$ cat config.mk
export PLATFORM = sky130hd
export DESIGN_NAME = pix_pair_unswap
export DESIGN_NICKNAME = d
export VERILOG_FILES = /design/src/rtl/pix_pair_pkg.sv /design/src/rtl/pix_sync_dly.sv /design/src/rtl/pix_pair_unswap.sv
export SDC_FILE = /design/constraint.sdc
export NUM_CORES = 1
export LEC_CHECK = 0
export ABC_AREA = 1
export CORE_ASPECT_RATIO = 0.8
export CORE_MARGIN = 4
export CORE_UTILIZATION = 40
export DETAILED_ROUTE_END_ITERATION = 10
export HOLD_SLACK_MARGIN = 0.02
export PLACE_DENSITY = 0.69
export SETUP_SLACK_MARGIN = 0.4
export SYNTH_ARGS = -nofsm -noshare
export SYNTH_HDL_FRONTEND = slang
export SYNTH_SLANG_ARGS = --single-unit
$ cat constraint.sdc
create_clock -name pix_clk -period 1.6 [get_ports pix_clk]
set_clock_uncertainty 0.1 [all_clocks]
set_input_delay 0.4 -clock pix_clk [delete_from_list [all_inputs] [get_ports pix_clk]]
set_output_delay 0.4 -clock pix_clk [all_outputs]
set_load 0.005 [all_outputs]
$ cat src/rtl/pix_pair_pkg.sv
// Shared constants for the pixel-pair un-swap path: default widths, sync idle levels, pair-phase codes.
package pix_pair_pkg;

    localparam int   DATA_WIDTH_DEF  = 8;
    localparam int   CNT_WIDTH_DEF   = 16;
    localparam logic SWAP_PARITY_DEF = 1'b1;

    // Levels the sync outputs sit at while the block is held in reset
    localparam logic VS_IDLE = 1'b1;
    localparam logic HS_IDLE = 1'b1;
    localparam logic DE_IDLE = 1'b0;

    localparam logic PH_FIRST  = 1'b0;
    localparam logic PH_SECOND = 1'b1;

endpackage

$ cat src/rtl/pix_sync_dly.sv
// N-stage delay line for sync/enable bits, each bit with its own reset level.
// Latency: N pix_clk cycles. No backpressure: free-running pixel stream.
module pix_sync_dly #(
    parameter int             N       = 2,
    parameter int             W       = 3,
    parameter logic [W-1:0]   RST_VAL = '0
) (
    input  logic         pix_clk,
    input  logic         reset,
    input  logic [W-1:0] din,
    output logic [W-1:0] dout
);

    logic [W-1:0] stg [N];

    always_ff @(posedge pix_clk or posedge reset) begin
        if (reset) begin
            for (int i = 0; i < N; i++) stg[i] <= RST_VAL;
        end else begin
            stg[0] <= din;
            for (int i = 1; i < N; i++) stg[i] <= stg[i-1];
        end
    end

    assign dout = stg[N-1];

endmodule

$ cat src/rtl/pix_pair_unswap.sv
// Restores raster order on alternate lines whose adjacent pixel pairs were swapped upstream.
// Latency: 2 pix_clk cycles for sync and data on every line. No backpressure.
// PIX_PAIR_ODD_CNT_EN adds a per-frame count of odd-length lines on odd_line_cnt.
module pix_pair_unswap
    import pix_pair_pkg::*;
#(
    parameter int   C_DATA_WIDTH  = DATA_WIDTH_DEF,
    parameter logic C_SWAP_PARITY = SWAP_PARITY_DEF,
    parameter int   C_CNT_WIDTH   = CNT_WIDTH_DEF
) (
    input  logic                    pix_clk,
    input  logic                    reset,
    input  logic                    vs_in,
    input  logic                    hs_in,
    input  logic                    de_in,
    input  logic [C_DATA_WIDTH-1:0] data_in,
    output logic                    vs_out,
    output logic                    hs_out,
    output logic                    de_out,
    output logic [C_DATA_WIDTH-1:0] data_out,
    output logic [C_CNT_WIDTH-1:0]  odd_line_cnt
);

    logic [2:0] sync_dly;

    pix_sync_dly #(
        .N       (2),
        .W       (3),
        .RST_VAL ({VS_IDLE, HS_IDLE, DE_IDLE})
    ) u_sync_dly (
        .pix_clk (pix_clk),
        .reset   (reset),
        .din     ({vs_in, hs_in, de_in}),
        .dout    (sync_dly)
    );

    assign {vs_out, hs_out, de_out} = sync_dly;

    logic                    line_parity;
    logic                    pair_phase;
    logic                    line_swap;
    logic                    de_d1;
    logic                    ph_d1;
    logic                    swap_d1;
    logic [C_DATA_WIDTH-1:0] data_d1;
    logic [C_DATA_WIDTH-1:0] data_d2;
    logic [C_DATA_WIDTH-1:0] data_sel;
    logic                    first_pix;
    logic                    swap_cur;
    logic                    de_fall;

    assign first_pix = de_in & ~de_d1;
    assign de_fall   = de_d1 & ~de_in;
    // Swap decision is latched at the first pixel so a mid-line vs_in cannot split a line
    assign swap_cur  = first_pix ? (line_parity == C_SWAP_PARITY) : line_swap;

    // Pixel in stage 1 leaves next cycle: a first-of-pair takes its partner straight from
    // the input, a second-of-pair takes its partner from stage 2, an unpaired tail goes as is.
    always_comb begin
        data_sel = '0;
        if (de_d1) begin
            data_sel = data_d1;
            if (swap_d1) begin
                if (ph_d1 == PH_SECOND)
                    data_sel = data_d2;
                else if (de_in)
                    data_sel = data_in;
            end
        end
    end

    always_ff @(posedge pix_clk or posedge reset) begin
        if (reset) begin
            line_parity <= 1'b0;
            pair_phase  <= PH_FIRST;
            line_swap   <= 1'b0;
            de_d1       <= 1'b0;
            ph_d1       <= PH_FIRST;
            swap_d1     <= 1'b0;
            data_d1     <= '0;
            data_d2     <= '0;
            data_out    <= '0;
        end else begin
            if (vs_in)
                line_parity <= 1'b0;
            else if (de_fall)
                line_parity <= ~line_parity;
            pair_phase <= de_in ? ~pair_phase : PH_FIRST;
            line_swap  <= swap_cur;
            de_d1      <= de_in;
            ph_d1      <= pair_phase;
            swap_d1    <= swap_cur;
            data_d1    <= data_in;
            data_d2    <= data_d1;
            data_out   <= data_sel;
        end
    end

`ifdef PIX_PAIR_ODD_CNT_EN
    logic                   vs_d1;
    logic                   odd_end;
    logic [C_CNT_WIDTH-1:0] odd_cnt;
    logic [C_CNT_WIDTH-1:0] odd_cnt_inc;

    // At the falling edge the phase has already advanced past the last pixel
    assign odd_end     = de_fall & (pair_phase == PH_SECOND);
    assign odd_cnt_inc = (odd_end && !(&odd_cnt)) ? odd_cnt + C_CNT_WIDTH'(1) : odd_cnt;

    always_ff @(posedge pix_clk or posedge reset) begin
        if (reset) begin
            vs_d1        <= VS_IDLE;
            odd_cnt      <= '0;
            odd_line_cnt <= '0;
        end else begin
            vs_d1 <= vs_in;
            if (vs_in && !vs_d1) begin
                odd_line_cnt <= odd_cnt_inc;
                odd_cnt      <= '0;
            end else begin
                odd_cnt <= odd_cnt_inc;
            end
        end
    end
`else
    assign odd_line_cnt = '0;
`endif

endmodule
Yosys cells after proc, flatten, opt, wreduce, memory -nomap -nowiden
Cells that the tools add are included.
Widths: inputs -> output; s select.
- mux-type cells: 7
- bitwise logic cells: 6
- reduce and logical (&&, ||, !) cells: 1
- operators by type and width (operator ; count):
    $mux 8 ; 4
    $not 1->1 ; 4
    $mux 1 ; 3
    $and 1x1->1 ; 2
    $reduce_bool 2->1 ; 1
- flip-flop bits (word level): 35
- input bits: 13
- output and inout bits: 27
- word-level logic and storage cells: 24

Longest topological paths before layout
- depth in word-level cells: 4
- depth in mapped cells: 7
- mapped depth without buffers: 6

Modules after synthesis
Synthesis repeated with hierarchy kept, for this count alone.
- cells, all modules: 146
- area total of the unflattened synthesis: 1417.6 um^2
- by module, submodules not included (module ; instances ; cells each ; area each (um^2) ; seq. area each (um^2)):
    pix_pair_unswap ; 1 ; 136 ; 1236.2 ; 725.7
    pix_sync_dly ; 1 ; 10 ; 181.4 ; 155.1

Least setup slack after synthesis
Ideal clock, no wire load.
- path type: flip-flop to flip-flop
- from: register ph_d1
- to: register data_out[6]
- library setup time: 0.073 ns
- arrival: 0.942 ns
- setup slack: 0.485 ns
- stages on the path, launching flop included: 6
- cell sequence: dfrtp_1 -> buf_6 -> buf_6 -> o21ai_0 -> nand2_1 -> a21oi_2
- longest elaborated chain between the ends: 3
- RTL lines (element ; line ; text):
    start: declaration ; pix_pair_unswap.sv:43 ; logic ph_d1;
    start signal: assignment ; pix_pair_unswap.sv:91 ; ph_d1 <= pair_phase;
    $mux 8 ; pix_pair_unswap.sv:64 ; if (ph_d1 == PH_SECOND)
    $mux 8 ; pix_pair_unswap.sv:63 ; if (swap_d1) begin
    $mux 8 ; pix_pair_unswap.sv:61 ; if (de_d1) begin
    via data_sel[6] ; pix_pair_unswap.sv:47 ; logic [C_DATA_WIDTH-1:0] data_sel;
    end signal: assignment ; pix_pair_unswap.sv:95 ; data_out <= data_sel;
    end: declaration ; pix_pair_unswap.sv:20 ; output logic [C_DATA_WIDTH-1:0] data_out,
The timed path passes the listed nets, and every way through them passes these cells.
A chain may end at the register's enable or synchronous reset.

Final worst setup path
- from: register u_sync_dly.stg, in the netlist u_sync_dly.dout[1]
- to: output hs_out
- RTL lines (element ; line ; text):
    start: declaration ; pix_sync_dly.sv:14 ; logic [W-1:0] stg [N];
    end: declaration ; pix_pair_unswap.sv:18 ; output logic hs_out,
No word-level cell between the ends.

==> impl_metrics.tcl <==
set metrics [dict create \
    start_kind "flip-flop" \
    critical_path_class "reg2out" \
    ir_worst_vdd_uv 586 \
    hp-class "in2reg" \
    grt_usage 0.112 \
    critical_path.max_stage_delay_ps 510 \
    grt_overflow 0 \
    dieHeight_um 60.4 \
    slowest_stage "dfstp_2" \
    period_minus_slack_ps 1390 \
    viasPerCell 4.19 \
    critical_path_depth 1 \
    r2r-end "data_out[1]" \
    n_fill_cell 283 \
    cts_buffers 5 \
    ioPinCount 40 \
    ys_seq_area_frac 0.624 \
    fmax_ghz 0.719 \
    synth_area_per_cell_sq_um 9.73 \
    synth_cells 141 \
    fp.coreArea_sq_um 3200 \
    hold_ws_ps 166 \
    wl_per_cell_um 11.8 \
    dieWidth_um 73.5 \
    synth-seq-cells 34 \
    first_global_vias 819 \
    maxCapViolCount 0 \
    powerDensity_nw_per_um2 998 \
    io_buffer_count 23 \
    cts.clk_slew.worst_paths_ps 60 \
    crit_buf_inv 1 \
    setup_viol 0 \
    critPathLaunch "u_sync_dly.dout[1]" \
    via_count 897 \
    reg2reg_depth 7 \
    antennaDiodeCount 0 \
    crit_fanout 1 \
    drtPass1Iterations 4 \
    p_leak_nw 0.982 \
    fin_crit_sh 0.870 \
    remaining_drc_errors 0 \
    hold_buffers 0 \
    dieArea_sq_um 4440 \
    synth_area_sq_um 1370 \
    status "finished clean" \
    r2r_slack_ps 390 \
    cts_max_level 2 \
    post-route-util 0.571 \
    slew_violations 0 \
    clkLatencyLatePin_ps 280 \
    synth_top_area_frac 0.547 \
    r2r_start "ph_d1" \
    p_total_mw 1.82 \
    yosys.area.top_type "dfrtp_1" \
    cts_num_sinks 34 \
    timing_hold_violations_final 0 \
    hpwlAfterDp_um 1530 \
    endpoint "hs_out" \
    clockBufferDepth 2 \
    final_cells 214 \
    start_util 0.429 \
    ant_nets 0 \
    grt_pass1_wl_um 3550 \
    yosys.cell_types.count 15 \
    place_area_sq_um 1590 \
    crit_family "flip-flops" \
    synthTopCellsByArea "dfrtp_1 55%, buf_4 9.3%, nor2_1 8.2%, dfstp_2 7.7%, nand2_1 7.1%" \
    gp_congestion 0.734 \
    cts_tree "done" \
    crit_chain "buf_2" \
    area_growth_pct 33.0 \
    cts-root-buf "clkbuf_8" \
    ys_warn_count 0 \
    routed_wirelength_um 2530 \
    crit_path_end_kind "primary output" \
    layout.nets 186 \
    fp-row-count 18 \
    rsz0062_at_grt "yes" \
    drt-initial-drc-count 11 \
    cp.required_ps 1100 \
    stdcell_area_sq_um 1830 \
    crit_arrival_ps 890 \
    layout-drive-gt1-share 0.328 \
    dp_cells 202 \
    grt_max_degree 27 \
    grt_antenna_before_repair 0 \
]
-- routing by layer --
layer | global-route usage | share of wire | routed length (um) | vias to the layer above
met2 | 0.174 | 0.48 | 1210 | 33
li1 | - | - | - | 438
met5 | 0 | 0 | 0 | -
met4 | 0.0465 | 0.013 | 32 | 0
met1 | 0.125 | 0.40 | 1020 | 422
met3 | 0.0695 | 0.11 | 267 | 4
-- cells in the final DEF, fill, tap and decap left out, types with 2 or more instances in the layout --
cell and count:
inv_2 7, clkbuf_1 3, a21oi_1 2, nand2_2 3, dlymetal6s2s_1 5, clkbuf_8 5
nor2_4 7, clkdlybuf4s50_1 6, conb_1 16, dfrtp_1 29, clkbuf_16 3, nor2_2 5
nand2_4 4, nor2_1 20, buf_12 2, buf_2 10, inv_1 13, nand2_1 19
dfstp_2 4
-- cell families (layout without fill, tap and decap cells) --
family | after synthesis | in the layout | synth area share
other | 1 | 16 | 0.00273
AO/OA/AOI/OAI | 5 | 5 | 0.0219
buffers and inverters | 41 | 59 | 0.175
flip-flops | 34 | 34 | 0.624
AND/OR/NAND/NOR | 60 | 60 | 0.177
-- layout make-up --
type / count / area, sq um / share of cell area
tap: 40 / 50.0 / 0.0274
timing repair buffer: 30 / 330 / 0.181
clock buffer: 8 / 80.1 / 0.0439
multi-input combinational: 81 / 425 / 0.233
sequential: 34 / 857 / 0.469
inverter: 21 / 82.6 / 0.0452
-- synthesized netlist by cell type (all sizes together) --
| cell | number |
|---|---|
| nand3 | 1 |
| a21oi | 3 |
| dfstp | 4 |
| nor2 | 32 |
| conb | 1 |
| buf | 20 |
| nand2 | 26 |
| a31oi | 1 |
| o21ai | 1 |
| nor3 | 1 |
| inv | 21 |
| dfrtp | 30 |
-- power breakdown --
part / switching [mW] / leakage [nW] / internal (mW) / total (mW)
Clock: 0.274 / 0.0395 / 0.308 / 0.582
Combinational: 0.145 / 0.540 / 0.141 / 0.286
Sequential: 0.0329 / 0.403 / 0.921 / 0.954
-- registers in the layout, summed over array words and instances (netlist names) --
| register | cells |
|---|---|
| data_d1 | 8 |
| data_d2 | 8 |
| data_out | 8 |
| u_sync_dly.dout | 3 |
| u_sync_dly.stg | 3 |
| line_parity | 1 |
| pair_phase | 1 |
| ph_d1 | 1 |
| swap_d1 | 1 |
-- what timing repair did --
action,CTS,global route
cloned,0,3
resized for setup,46,43
buffers inserted,1,0
pin swaps,1,27
endpoints found under the setup margin,20,18
-- metrics by stage --
| step | TNS, ps | setup slack, ps |
|---|---|---|
| 6_report | 0 | 208 |
| 5_1_grt | 0 | 174 |
| 4_1_cts | 0 | 189 |
| 3_5_place_dp | -546 | -89.0 |
| 3_3_place_gp | -281 | -46.6 |
| 2_1_floorplan | 0 | 485 |
-- how the worst min path moves through the flow --
stage	from	endpoint	slack (ps)	cells after the start
floorplan	reset	data_d1[0]	240	1
global placement	u_sync_dly.stg[4]	u_sync_dly.dout[1]	250	0
detailed placement	u_sync_dly.stg[4]	u_sync_dly.dout[1]	250	0
CTS	u_sync_dly.stg[4]	u_sync_dly.dout[1]	260	0
global route	data_in[4]	data_d1[4]	170	1
finish	data_in[2]	data_d1[2]	170	1
Note: power is estimated with default switching activity, not from simulation.
